**src/rtl/sprite_rom_arbiter_if.sv**
```systemverilog
// Requester-side bundle for the shared sprite ROM: request/address in, grant and
// tagged response out.
interface sprite_rom_arbiter_if #(
  parameter int NUM_REQ = 4,
  parameter int ADDR_W  = 17,
  parameter int DATA_W  = 16
) ();
  logic [NUM_REQ-1:0]        req;
  logic [NUM_REQ*ADDR_W-1:0] req_addr;
  logic [NUM_REQ-1:0]        gnt;
  logic [NUM_REQ-1:0]        rsp_valid;
  logic [DATA_W-1:0]         rsp_data;

  modport master (
    output req, req_addr,
    input  gnt, rsp_valid, rsp_data
  );

  modport slave (
    input  req, req_addr,
    output gnt, rsp_valid, rsp_data
  );
endinterface

```
**src/rtl/sprite_rom_arbiter.sv**
```systemverilog
// Shares one registered-read sprite ROM among NUM_REQ requesters: one grant per cycle,
// optional fixed priority for requester 0, responses routed back by a one-hot id pipe.
module sprite_rom_arbiter #(
  parameter int NUM_REQ = 4,
  parameter int ADDR_W  = 17,
  parameter int DATA_W  = 16,
  parameter int ROM_LAT = 1,
  parameter int HI_PRI0 = 1
) (
  input  logic                clk,
  input  logic                reset_n,
  sprite_rom_arbiter_if.slave bus,
  output logic [ADDR_W-1:0]   rom_addr,
  input  logic [DATA_W-1:0]   rom_data,
  output logic                busy
);

  localparam int PTR_W = (NUM_REQ > 1) ? $clog2(NUM_REQ) : 1;
  typedef logic [PTR_W-1:0] ptr_t;

  ptr_t               rr_ptr;
  ptr_t               rr_ptr_nxt;
  ptr_t               gnt_idx;
  ptr_t               cand;
  logic               gnt_any;
  logic [NUM_REQ-1:0] gnt;
  logic [NUM_REQ-1:0] stage [ROM_LAT];
  logic [DATA_W-1:0]  data_q;
  logic               rsp_any;

  function automatic ptr_t wrap_add(ptr_t p, int k);
    int s;
    s = int'(p) + k;
    if (s >= NUM_REQ) s = s - NUM_REQ;
    return ptr_t'(s);
  endfunction

  // No grant is issued while reset is asserted, even with requests pending.
  always_comb begin
    gnt        = '0;
    gnt_idx    = '0;
    gnt_any    = 1'b0;
    cand       = '0;
    rr_ptr_nxt = rr_ptr;
    if (reset_n) begin
      if (HI_PRI0 != 0 && bus.req[0]) begin
        gnt_any = 1'b1;
        gnt_idx = '0;
      end else begin
        for (int k = 1; k <= NUM_REQ; k++) begin
          cand = wrap_add(rr_ptr, k);
          if (!gnt_any && bus.req[cand] && !(HI_PRI0 != 0 && cand == '0)) begin
            gnt_any    = 1'b1;
            gnt_idx    = cand;
            rr_ptr_nxt = cand;
          end
        end
      end
      if (gnt_any) gnt[gnt_idx] = 1'b1;
    end
  end

  assign bus.gnt  = gnt;
  assign rom_addr = gnt_any ? bus.req_addr[int'(gnt_idx)*ADDR_W +: ADDR_W] : '0;

  always_ff @(posedge clk or negedge reset_n) begin
    if (!reset_n) begin
      rr_ptr <= ptr_t'(NUM_REQ - 1);
      for (int k = 0; k < ROM_LAT; k++) stage[k] <= '0;
      data_q <= '0;
    end else begin
      rr_ptr   <= rr_ptr_nxt;
      stage[0] <= gnt;
      for (int k = 1; k < ROM_LAT; k++) stage[k] <= stage[k-1];
      if (rsp_any) data_q <= rom_data;
    end
  end

  // The ROM word is live in the same cycle the id leaves the pipe; hold it afterwards.
  assign rsp_any       = |stage[ROM_LAT-1];
  assign bus.rsp_valid = stage[ROM_LAT-1];
  assign bus.rsp_data  = rsp_any ? rom_data : data_q;

  always_comb begin
    busy = 1'b0;
    for (int k = 0; k < ROM_LAT; k++) busy = busy | (|stage[k]);
  end

endmodule
```
**src/flat_wrapper.sv**
```systemverilog
// flat-port wrapper written by rule: the top's interface ports become plain ports
module sprite_rom_arbiter_flat 
#(
  parameter int NUM_REQ = 4,
  parameter int ADDR_W  = 17,
  parameter int DATA_W  = 16,
  parameter int ROM_LAT = 1,
  parameter int HI_PRI0 = 1
)
  (clk, reset_n, rom_addr, rom_data, busy, bus_req, bus_req_addr, bus_gnt, bus_rsp_valid, bus_rsp_data);
  sprite_rom_arbiter_if #(.NUM_REQ(NUM_REQ), .ADDR_W(ADDR_W), .DATA_W(DATA_W)) bus_i ();
  input  logic clk;
  input  logic reset_n;
  output logic [ADDR_W-1:0] rom_addr;
  input  logic [DATA_W-1:0] rom_data;
  output logic busy;
  input wire logic [$bits(bus_i.req)-1:0] bus_req;
  input wire logic [$bits(bus_i.req_addr)-1:0] bus_req_addr;
  output wire logic [$bits(bus_i.gnt)-1:0] bus_gnt;
  output wire logic [$bits(bus_i.rsp_valid)-1:0] bus_rsp_valid;
  output wire logic [$bits(bus_i.rsp_data)-1:0] bus_rsp_data;
  assign bus_i.req = bus_req;
  assign bus_i.req_addr = bus_req_addr;
  assign bus_gnt = bus_i.gnt;
  assign bus_rsp_valid = bus_i.rsp_valid;
  assign bus_rsp_data = bus_i.rsp_data;
  sprite_rom_arbiter #(.NUM_REQ(NUM_REQ), .ADDR_W(ADDR_W), .DATA_W(DATA_W), .ROM_LAT(ROM_LAT), .HI_PRI0(HI_PRI0)) u_core (.clk(clk), .reset_n(reset_n), .bus(bus_i), .rom_addr(rom_addr), .rom_data(rom_data), .busy(busy));
endmodule
```
**config.mk**
```make
export PLATFORM = sky130hd
export DESIGN_NAME = sprite_rom_arbiter_flat
export DESIGN_NICKNAME = d
export VERILOG_FILES = /design/src/rtl/sprite_rom_arbiter_if.sv /design/src/rtl/sprite_rom_arbiter.sv /design/src/flat_wrapper.sv
export SDC_FILE = /design/constraint.sdc
export NUM_CORES = 1
export LEC_CHECK = 0
export CAP_MARGIN = 10
export CELL_PAD_IN_SITES_DETAIL_PLACEMENT = 1
export CELL_PAD_IN_SITES_GLOBAL_PLACEMENT = 2
export CORE_MARGIN = 3
export CORE_UTILIZATION = 20
export DETAILED_ROUTE_END_ITERATION = 10
export PLACE_DENSITY = 0.85
export SETUP_SLACK_MARGIN = 0.15
export SYNTH_ARGS = -nofsm -noshare
export SYNTH_HDL_FRONTEND = slang
export SYNTH_SLANG_ARGS = --single-unit
```
**constraint.sdc**
```tcl
create_clock -name clk -period 3.4 [get_ports clk]
set_clock_uncertainty 0.05 [all_clocks]
set_input_delay 0.51 -clock clk [delete_from_list [all_inputs] [get_ports clk]]
set_output_delay 0.51 -clock clk [all_outputs]
set_load 0.02 [all_outputs]
```
=== Word-level counts from Yosys, hierarchy flattened ===
Index checks and enable logic that the tools add are counted.

* Bitwise gates (word level): 1
* Muxes and demuxes: 50
* Multipliers: 1
* Magnitude comparators: 10
* Shift-type cells: 1
* Add/sub/neg operators: 8
* Reductions and logical operators: 22

{| class="wikitable"
|+ Operator list
! cell !! count
|-
| $shiftx 68x32->17 || 1
|-
| $mux 2 || 23
|-
| $mux 1 || 18
|-
| $mux 17 || 1
|-
| $mux 16 || 1
|-
| $lt 2x3->1 const B || 5
|-
| $ge 3x3->1 const B || 3
|-
| $bmux 1 s2 || 4
|-
| $logic_and 1x1->1 || 8
|-
| $logic_not 2->1 || 4
|-
| $mux 4 || 2
|-
| $sub 2x1->2 const B || 4
|-
| $logic_not 1->1 || 7
|-
| $mul 2x5->7 const B || 1
|-
| $add 2x2->3 const B || 2
|-
| $add 2x3->4 const B || 1
|-
| $ge 4x3->1 const B || 1
|-
| $reduce_bool 4->1 || 1
|-
| $reduce_or 4->1 || 1
|-
| $add 2x1->3 const B || 1
|-
| $reduce_and 3->1 || 1
|-
| $demux 1 s2 || 1
|-
| $ge 2x1->1 const B || 1
|-
| $not 1->1 || 1
|}

* Word-level logic and storage cells: 96
* Register bits after elaboration: 22
* Bits of input ports: 90

=== Longest topological paths before layout ===
Gate-level depths: netlist of run 1.

* Word-level depth: 35
* Depth in mapped cells: 13

=== Worst setup path before layout of run 1 ===
OpenSTA, ideal clock, no wires.

* Kind: register -> output
* Start point: reg u_core.rr_ptr[0]
* End point: out rom_addr[0]
* Setup slack: -0.443 ns
* Path buffers: 3
* Data arrival time: 3.283 ns
* Cell stages (with the launch flop): 13
* Cell sequence: dfstp_2 -> buf_6 -> buf_4 -> inv_1 -> ha_1 -> or2_2 -> o22ai_1 -> nor4_4 -> a211oi_1 -> a211o_1 -> buf_2 -> a2111oi_2 -> a211oi_1

* Longest elaborated chain between the ends: 33

{| class="wikitable"
|+ RTL lines
! item !! line !! source
|-
| from (decl) || sprite_rom_arbiter.sv:21 || <nowiki>ptr_t rr_ptr;</nowiki>
|-
| from (signal assigned) || sprite_rom_arbiter.sv:68 || <nowiki>rr_ptr <= ptr_t'(NUM_REQ - 1);</nowiki>
|-
| from (signal assigned) || sprite_rom_arbiter.sv:72 || <nowiki>rr_ptr <= rr_ptr_nxt;</nowiki>
|-
| $add 2x1->3 || sprite_rom_arbiter.sv:33 || <nowiki>s = int'(p) + k;</nowiki>
|-
| $ge 3x3->1 or $sub 2x1->2 (tied branches) || sprite_rom_arbiter.sv:34 || <nowiki>if (s >= NUM_REQ) s = s - NUM_REQ;</nowiki>
|-
| $mux 2 || sprite_rom_arbiter.sv:34 ||
|-
| $mux 2 || sprite_rom_arbiter.sv:46 || <nowiki>if (HI_PRI0 != 0 && bus.req[0]) begin</nowiki>
|-
| $mux 2 || sprite_rom_arbiter.sv:45 || <nowiki>if (reset_n) begin</nowiki>
|-
| $bmux 1 s2 or $logic_not 2->1 (tied branches) || sprite_rom_arbiter.sv:52 || <nowiki>if (!gnt_any && bus.req[cand] && !(HI_PRI0 != 0 && cand == '0)) begin</nowiki>
|-
| $mux 1 (not written as such) or $logic_not 1->1 (tied branches) || sprite_rom_arbiter.sv:52 ||
|-
| $logic_and 1x1->1 || sprite_rom_arbiter.sv:52 ||
|-
| (+15 left out) || - ||
|-
| $logic_not 1->1 || sprite_rom_arbiter.sv:52 ||
|-
| $logic_and 1x1->1 (2 in series) || sprite_rom_arbiter.sv:52 ||
|-
| $mux 2 || sprite_rom_arbiter.sv:52 ||
|-
| $mux 2 || sprite_rom_arbiter.sv:46 ||
|-
| $mux 2 (2 in series) || sprite_rom_arbiter.sv:45 ||
|-
| $mul 2x5->7 || sprite_rom_arbiter.sv:64 || <nowiki>assign rom_addr = gnt_any ? bus.req_addr[int'(gnt_idx)*ADDR_W +: ADDR_W] : '0;</nowiki>
|-
| $shiftx 68x32->17 || sprite_rom_arbiter.sv:64 ||
|-
| $mux 17 (*) || sprite_rom_arbiter.sv:64 ||
|-
| to (decl) || flat_wrapper.sv:14 || <nowiki>output logic [ADDR_W-1:0] rom_addr;</nowiki>
|}

Every way passes the cells marked *; elsewhere a longest branch is shown, timed or not. The select of a mux whose other input is x is not followed.

=== Worst setup path after layout of run 1 ===
* Start point: reg u_core.rr_ptr[0]
* End point: out rom_addr[16]

The elaborated chain is that of the path after synthesis.

==> results.py, run 1 <==
metrics = {
    "setup_path": {
        "worstSetupPathType": "flip-flop to output pin",
        "cp-end-kind": "output pin",
        "crit_arrival_ns": 3.30,
        "rrSetupSlack_ns": 0.40,
        "r2r_end": "u_core.bus.rsp_valid[1]$_DFF_PN0_",
        "start_kind": "flip-flop",
        "r2r-start": "u_core.rr_ptr[0]$_DFFE_PN1P_",
        "crit_required_ns": 2.84,
        "crit_path_max_fanout": 13,
        "r2r_cells": 13,
    },
    "synth": {
        "synth-xor-area-share": 0.00366,
        "ys.flop_type": "dfrtp_1",
        "syn_area_per_cell_um2": 9.47,
        "netlist_instances": 253,
        "syn_nets": 347,
        "muxShareOfSynthArea": 0.172,
        "synth_compound_area_frac": 0.319,
        "async_reset_ff_frac": 1.00,
        "yosysUniqueCellTypes": 44,
        "synth_top_family_by_area": "compound AO/OA/AOI/OAI gates",
        "synth_seq_area_share": 0.231,
        "synth_area_um2": 2400,
        "yosys.area_share.simple": 0.193,
        "synthAdderAreaFrac": 0.0209,
        "synth-edff-count": 0,
        "ys_ff_latch": 22,
        "ys_warn_count": 0,
    },
    "die": {
        "start_util": 0.207,
        "die_area_um2": 13300,
        "ioPinCount": 132,
        "die_width_um": 115,
        "core_um2": 11600,
        "rows": 39,
        "die_h_um": 115,
    },
    "timing": {
        "worst_hold_slack_ns": 0.198,
        "relSlewSlack": 0.724,
        "finalSetupTns_ns": -7.41,
        "hold_viol": 0,
        "worst_slack_ns": -0.464,
        "worst_pin_slew_ns": 0.406,
        "min_period_over_period": 1.14,
        "setup_viol": 21,
        "slew_viol_final": 0,
        "min_period_ns": 3.86,
        "fmaxAchievable_mhz": 259,
        "rsz0062_at_grt": "yes",
    },
    "routing": {
        "final_antenna_net_count": 0,
        "drt_wl_total_mm": 10.6,
        "drc": 0,
        "avgViaCountPerCell": 4.79,
        "vias": 2812,
        "wl_per_cell_um": 18.1,
        "drtIter0Drc": 49,
        "first_pass_iters": 4,
    },
    "power_and_ir_drop": {
        "fin_total_pwr_mw": 6.93,
        "powerDensity_nw_per_um2": 1330,
        "ir_worst_vdd_mv": 0.455,
        "power_leakage_nw": 1.94,
    },
    "global_route": {
        "grt_pass1_vias": 3123,
        "grt_antenna_before_repair": 0,
        "grt_first_pass_wirelength_mm": 16.1,
        "grt.overflow.total": 0,
        "grt_use_total": 0.148,
        "grt_max_degree": 21,
    },
    "clock_tree": {
        "holdBufCountCts": 0,
        "worstSkewPairLatency_ns": 0.25,
        "cts_buffers": 3,
        "path_clk_slew_ns": 0.06,
        "tritoncts": "built",
        "ctsHtreeMaxLevel": 1,
        "clockRootBuffer": "clkbuf_16",
        "numClockSinks": 22,
        "cts_buffer_depth": 2,
    },
    "placed_design": {
        "dpl_cell_area_um2": 4500,
        "gp_congestion": 0.831,
        "detailed_place_hpwl_mm": 7.90,
        "io_buffers": 131,
    },
    "finish": {
        "layout_commonest_cell": "clkdlybuf4s50_1",
        "fill_cells": 1258,
        "diodes": 0,
        "stdcell_area_um2": 5210,
        "post-route-util": 0.451,
        "nets": 539,
        "area.growth.synth_to_final_pct": 117,
        "drive_gt1_frac": 0.473,
        "most-common-layout-cells": "clkdlybuf4s50_1 (109), buf_4 (56), nor2_1 (28)",
    },
    "flow_run": {
        "maxCapViolCount": 0,
    },
    "min_path": {
        "hp-class": "input pin to async pin",
    },
    "outcome": {
        "violations": "negative setup slack",
        "outcome": "finished, violations left",
    },
}
[metal layers]
metal | vias to the layer above | wire length, um | GRT usage
li1 | 1331 | - | -
met1 | 1401 | 4140 | 0.174
met2 | 71 | 5960 | 0.290
met3 | 9 | 387 | 0.0141
met5 | - | 0 | 0
met4 | 0 | 119 | 0.0305
[where the power goes]
part	leakage, nW	internal (mW)	switching [mW]
combinational	1.62	3.04	3.11
sequential	0.261	0.402	0.0475
clock	0.0511	0.234	0.0911
total	1.94	3.68	3.25
[cells in the mapped netlist (all sizes together) (8+ instances only)]
cell type  count  area [um2]
nor2          37         139
nand2b        22         138
mux2i         21         210
dfrtp         20         500
a211oi        19         198
a2111oi       17         255
a22oi         17         128
nand3         17        85.1
mux2          16         180
buf           12        95.1
clkbuf         8        30.0
[layout make-up]
class / count / area, um2 / share of cell area
Clock inverter: 1 / 30.0 / 0.00576
Clock buffer: 3 / 75.1 / 0.0144
Timing Repair Buffer: 207 / 2060 / 0.396
Sequential cell: 22 / 553 / 0.106
Inverter: 5 / 22.5 / 0.00432
Tap cell: 143 / 179 / 0.0343
Multi-Input combinational cell: 206 / 2290 / 0.439
[how the worst max path moves through the flow]
stage / slack [ns] / depth (start not counted) / from / endpoint
6_report: -0.46 / 13 / u_core.rr_ptr[0]$_DFFE_PN1P_ / rom_addr[16]
4_1_cts: -0.47 / 14 / u_core.rr_ptr[0]$_DFFE_PN1P_ / rom_addr[15]
2_1_floorplan: -0.15 / 12 / u_core.rr_ptr[0]$_DFFE_PN1P_ / rom_addr[8]
5_1_grt: -0.58 / 13 / u_core.rr_ptr[0]$_DFFE_PN1P_ / rom_addr[1]
3_3_place_gp: -0.69 / 11 / bus_req[1] / rom_addr[11]
3_5_place_dp: -0.83 / 10 / bus_req[1] / rom_addr[3]
[metrics by stage]
step	instances	worst slack (ns)
2_1_floorplan	253	-0.148
3_3_place_gp	561	-0.692
3_5_place_dp	561	-0.833
4_1_cts	576	-0.468
5_1_grt	587	-0.576
6_report	587	-0.464
[registers in the layout, summed over array words and instances, names as in the netlist]
signal,count
u_core.data_q,16
u_core.rr_ptr,2
u_core.bus.rsp_valid,4
[cell families after synthesis]
logic type                 Yosys count
DFF                                 22
xor gates and xnor gates             1
muxes                               38
AOI/OAI and AO/OA                   74
and+or+nand+nor                     89
adders and majority gates            4
buffers and inverters               25
[repair_timing]
item / 4_1_cts / 5_1_grt
hold endpoints to repair: 0 / 0
endpoints found under the setup margin: 21 / 21
gates cloned: 1 / 1
resized for setup: 144 / 48
pin swaps: 7 / 10
setup buffers: 10 / 10
[critical path: stages (launching register included)]
cell	delay, ns
dfstp_2	0.58
clkinvlp_4	0.13
ha_4	0.31
mux4_2	0.34
nor2b_4	0.17
buf_6	0.12
a221oi_4	0.29
buf_12	0.19
a22oi_1	0.10
nor2_1	0.19
a2111oi_4	0.08
buf_4	0.15
a211oi_4	0.22
buf_6	0.15
Power figures use the tool's default switching activity.
==> inputs of run 2 (changes only) <==
--- a/config.mk
+++ b/config.mk
@@ -14,3 +14,2 @@
 export PLACE_DENSITY = 0.85
-export SETUP_SLACK_MARGIN = 0.15
 export SYNTH_ARGS = -nofsm -noshare
==> constraint.sdc (replaced) <==
create_clock -name clk -period 3.4 [get_ports clk]
set_clock_uncertainty 0.05 [all_clocks]
set_input_delay 0.34 -clock clk [delete_from_list [all_inputs] [get_ports clk]]
set_output_delay 0.34 -clock clk [all_outputs]
set_load 0.02 [all_outputs]
==> run 2 against run 1 <==
Compared with the run above:
- the flow still finishes with violations (negative setup slack)
- worst setup slack improved by 0.24 ns
- largest cell class unchanged
- sequential share of layout area grew 0.60 points
- non-clock buffer count decreased by 10
- count of clock-buffer cells in the layout increased by 1
- first-iteration DRC count increased by 22%
- hold slack improved by 0.24 ns
- critical path depth is the same
==> results.py, run 2 (same netlist as run 1, synthesis figures left out) <==
metrics = {
    "outcome": {
        "outcome": "finished, violations left",
        "violations": "negative setup slack",
    },
    "setup_path": {
        "crit_path_max_fanout": 4,
        "crit_slowest_cell": "dfstp_2",
        "slowest_delay_ns": 0.56,
        "r2r_end": "u_core.bus.rsp_valid[2]$_DFF_PN0_",
        "crit_start": "u_core.rr_ptr[0]$_DFFE_PN1P_",
        "crit_required_ns": 3.01,
        "rrSetupSlack_ns": 0.55,
        "path_depth": 13,
        "r2r_cells": 11,
        "cp_top_family": "buffers and inverters",
        "cp-end-kind": "output pin",
        "worstSetupPathType": "flip-flop to output pin",
        "crit_end": "rom_addr[13]",
        "start_kind": "flip-flop",
        "crit_arrival_ns": 3.23,
        "crit_path_cell_trace": "clkinvlp_4, ha_4, mux4_2, nor2b_4, buf_12, a221oi_4, buf_6, a22oi_1, nor2_1, a2111oi_4, buf_4, a211oi_4, buf_4",
        "r2r-start": "u_core.rr_ptr[0]$_DFFE_PN1P_",
        "crit_path_frequent_cell": "buf_4",
        "path_buf_inv": 5,
    },
    "routing": {
        "wl_per_cell_um": 17.1,
        "avgViaCountPerCell": 4.83,
        "vias": 2788,
        "final_antenna_net_count": 0,
        "drt_wl_total_mm": 9.84,
        "drtIter0Drc": 60,
        "drc": 0,
        "first_pass_iters": 4,
    },
    "min_path": {
        "hp-start": "u_core.data_q[11]$_DFF_PN0_",
        "hp-class": "flip-flop to flip-flop",
        "hold_path_depth": 1,
    },
    "power_and_ir_drop": {
        "ir_worst_vdd_mv": 0.455,
        "powerDensity_nw_per_um2": 1280,
        "power_leakage_nw": 1.84,
    },
    "timing": {
        "rsz0062_at_grt": "yes",
        "min_period_over_period": 1.06,
        "worst_slack_ns": -0.219,
        "slew_viol_final": 0,
        "min_period_ns": 3.62,
        "finalSetupTns_ns": -2.22,
        "fmaxAchievable_mhz": 276,
        "setup_viol": 18,
        "hold_viol": 0,
        "worst_pin_slew_ns": 0.548,
        "relSlewSlack": 0.632,
    },
    "global_route": {
        "grt_pass1_vias": 3025,
        "grt_max_degree": 25,
        "grt_use_met1": 0.166,
        "grt_first_pass_wirelength_mm": 15.4,
        "met3_usage": 0.0308,
        "grt_antenna_before_repair": 0,
        "grt_busiest_layer": "met2",
        "grt.overflow.total": 0,
        "grt_use_total": 0.142,
        "use_met2": 0.266,
    },
    "clock_tree": {
        "clockRootBuffer": "clkbuf_16",
        "ctsHtreeMaxLevel": 1,
        "path_clk_slew_ns": 0.05,
        "worstSkewPairLatency_ns": 0.25,
        "cts_buffers": 3,
        "cts_buffer_depth": 2,
        "numClockSinks": 22,
        "tritoncts": "built",
    },
    "flow_run": {
        "maxCapViolCount": 0,
    },
    "finish": {
        "layout_commonest_cell": "clkdlybuf4s50_1",
        "area.growth.synth_to_final_pct": 106,
        "fill_cells": 1289,
        "drive_gt1_frac": 0.459,
        "most-common-layout-cells": "clkdlybuf4s50_1 (109), buf_4 (59), nor2_1 (26)",
        "diodes": 0,
        "nets": 529,
        "regMostFlops": "u_core.data_q",
        "post-route-util": 0.426,
        "largest_reg_flops": 16,
    },
    "placed_design": {
        "detailed_place_hpwl_mm": 7.76,
        "io_buffers": 131,
        "gp_congestion": 0.708,
    },
    "die": {
        "core_um2": 11600,
        "rows": 39,
        "start_util": 0.207,
        "die_h_um": 115,
        "die_width_um": 115,
        "ioPinCount": 132,
        "die_area_um2": 13300,
    },
}
==> run 2: cell types whose count changed in the layout (fill, tap and decap cells not counted), sizes merged <==
| cell | delta |
|---|---|
| buf | -11 |
| bufinv | -1 |
| clkbuf | +1 |
| dlygate4sd3 | +1 |
==> run 2: layer usage <==
metal  wire length (um)  up-vias
met5                  0        -
met4                 77        0
met3                748        8
met2               5210       96
met1               3810     1363
li1                   -     1321
==> run 2: stage by stage <==
| step | std cells | total power [mW] | instance area (um2) | hold WS, ns | setup slack, ns |
|---|---|---|---|---|---|
| 6_report | 577 | 6.29 | 4930 | 0.442 | -0.219 |
| 5_1_grt | 577 | 6.74 | 4930 | 0.465 | -0.348 |
| 4_1_cts | 573 | 5.91 | 4700 | 0.448 | -0.244 |
| 3_5_place_dp | 565 | 5.27 | 4440 | 0.225 | -0.474 |
| 3_3_place_gp | 565 | 5.14 | 4440 | 0.224 | -0.362 |
| 2_1_floorplan | 253 | 3.26 | 2530 | -0.00559 | 0.00821 |
==> run 2: report_power, final <==
part           internal (mW)  leakage (nW)  switching [mW]  total, mW
Combinational           2.72          1.53            2.86       5.58
Clock                  0.179        0.0442          0.0866      0.266
Sequential             0.402         0.261          0.0425      0.444
Total                   3.30          1.84            2.99       6.29
==> run 2: layout make-up <==
cell class              count  area, um2  share of cell area
repair buffers            197       1930               0.391
inverters                   5       22.5             0.00457
well taps                 143        179              0.0363
flip-flops and latches     22        553               0.112
multi-input cells         206       2160               0.438
clock buffers               4       88.8              0.0180
==> run 2: worst min path at each step <==
stage	endpoint	slack [ns]
after global routing	u_core.data_q[2]$_DFF_PN0_	0.46
after floorplan	u_core.bus.rsp_valid[0]$_DFF_PN0_	-0.006
after CTS	u_core.data_q[10]$_DFF_PN0_	0.45
after global placement	u_core.bus.rsp_valid[2]$_DFF_PN0_	0.22
final	u_core.data_q[11]$_DFF_PN0_	0.44
after detailed placement	u_core.bus.rsp_valid[2]$_DFF_PN0_	0.23
==> run 2: timing repair <==
| action | CTS | global route |
|---|---|---|
| buffers inserted | 2 | 6 |
| endpoints found under the setup margin | 21 | 21 |
| pin swaps | 12 | 27 |
| gates resized for setup | 134 | 40 |
| hold buffers | 1 | 0 |
| gates cloned | 1 | 0 |
| endpoints found under the hold margin | 8 | 0 |
==> inputs of run 3 (changes only) <==
- CAP_MARGIN: 10 -> default
==> results of run 3 <==
No change in the layout: final DEF, timing and power equal those of run 2.
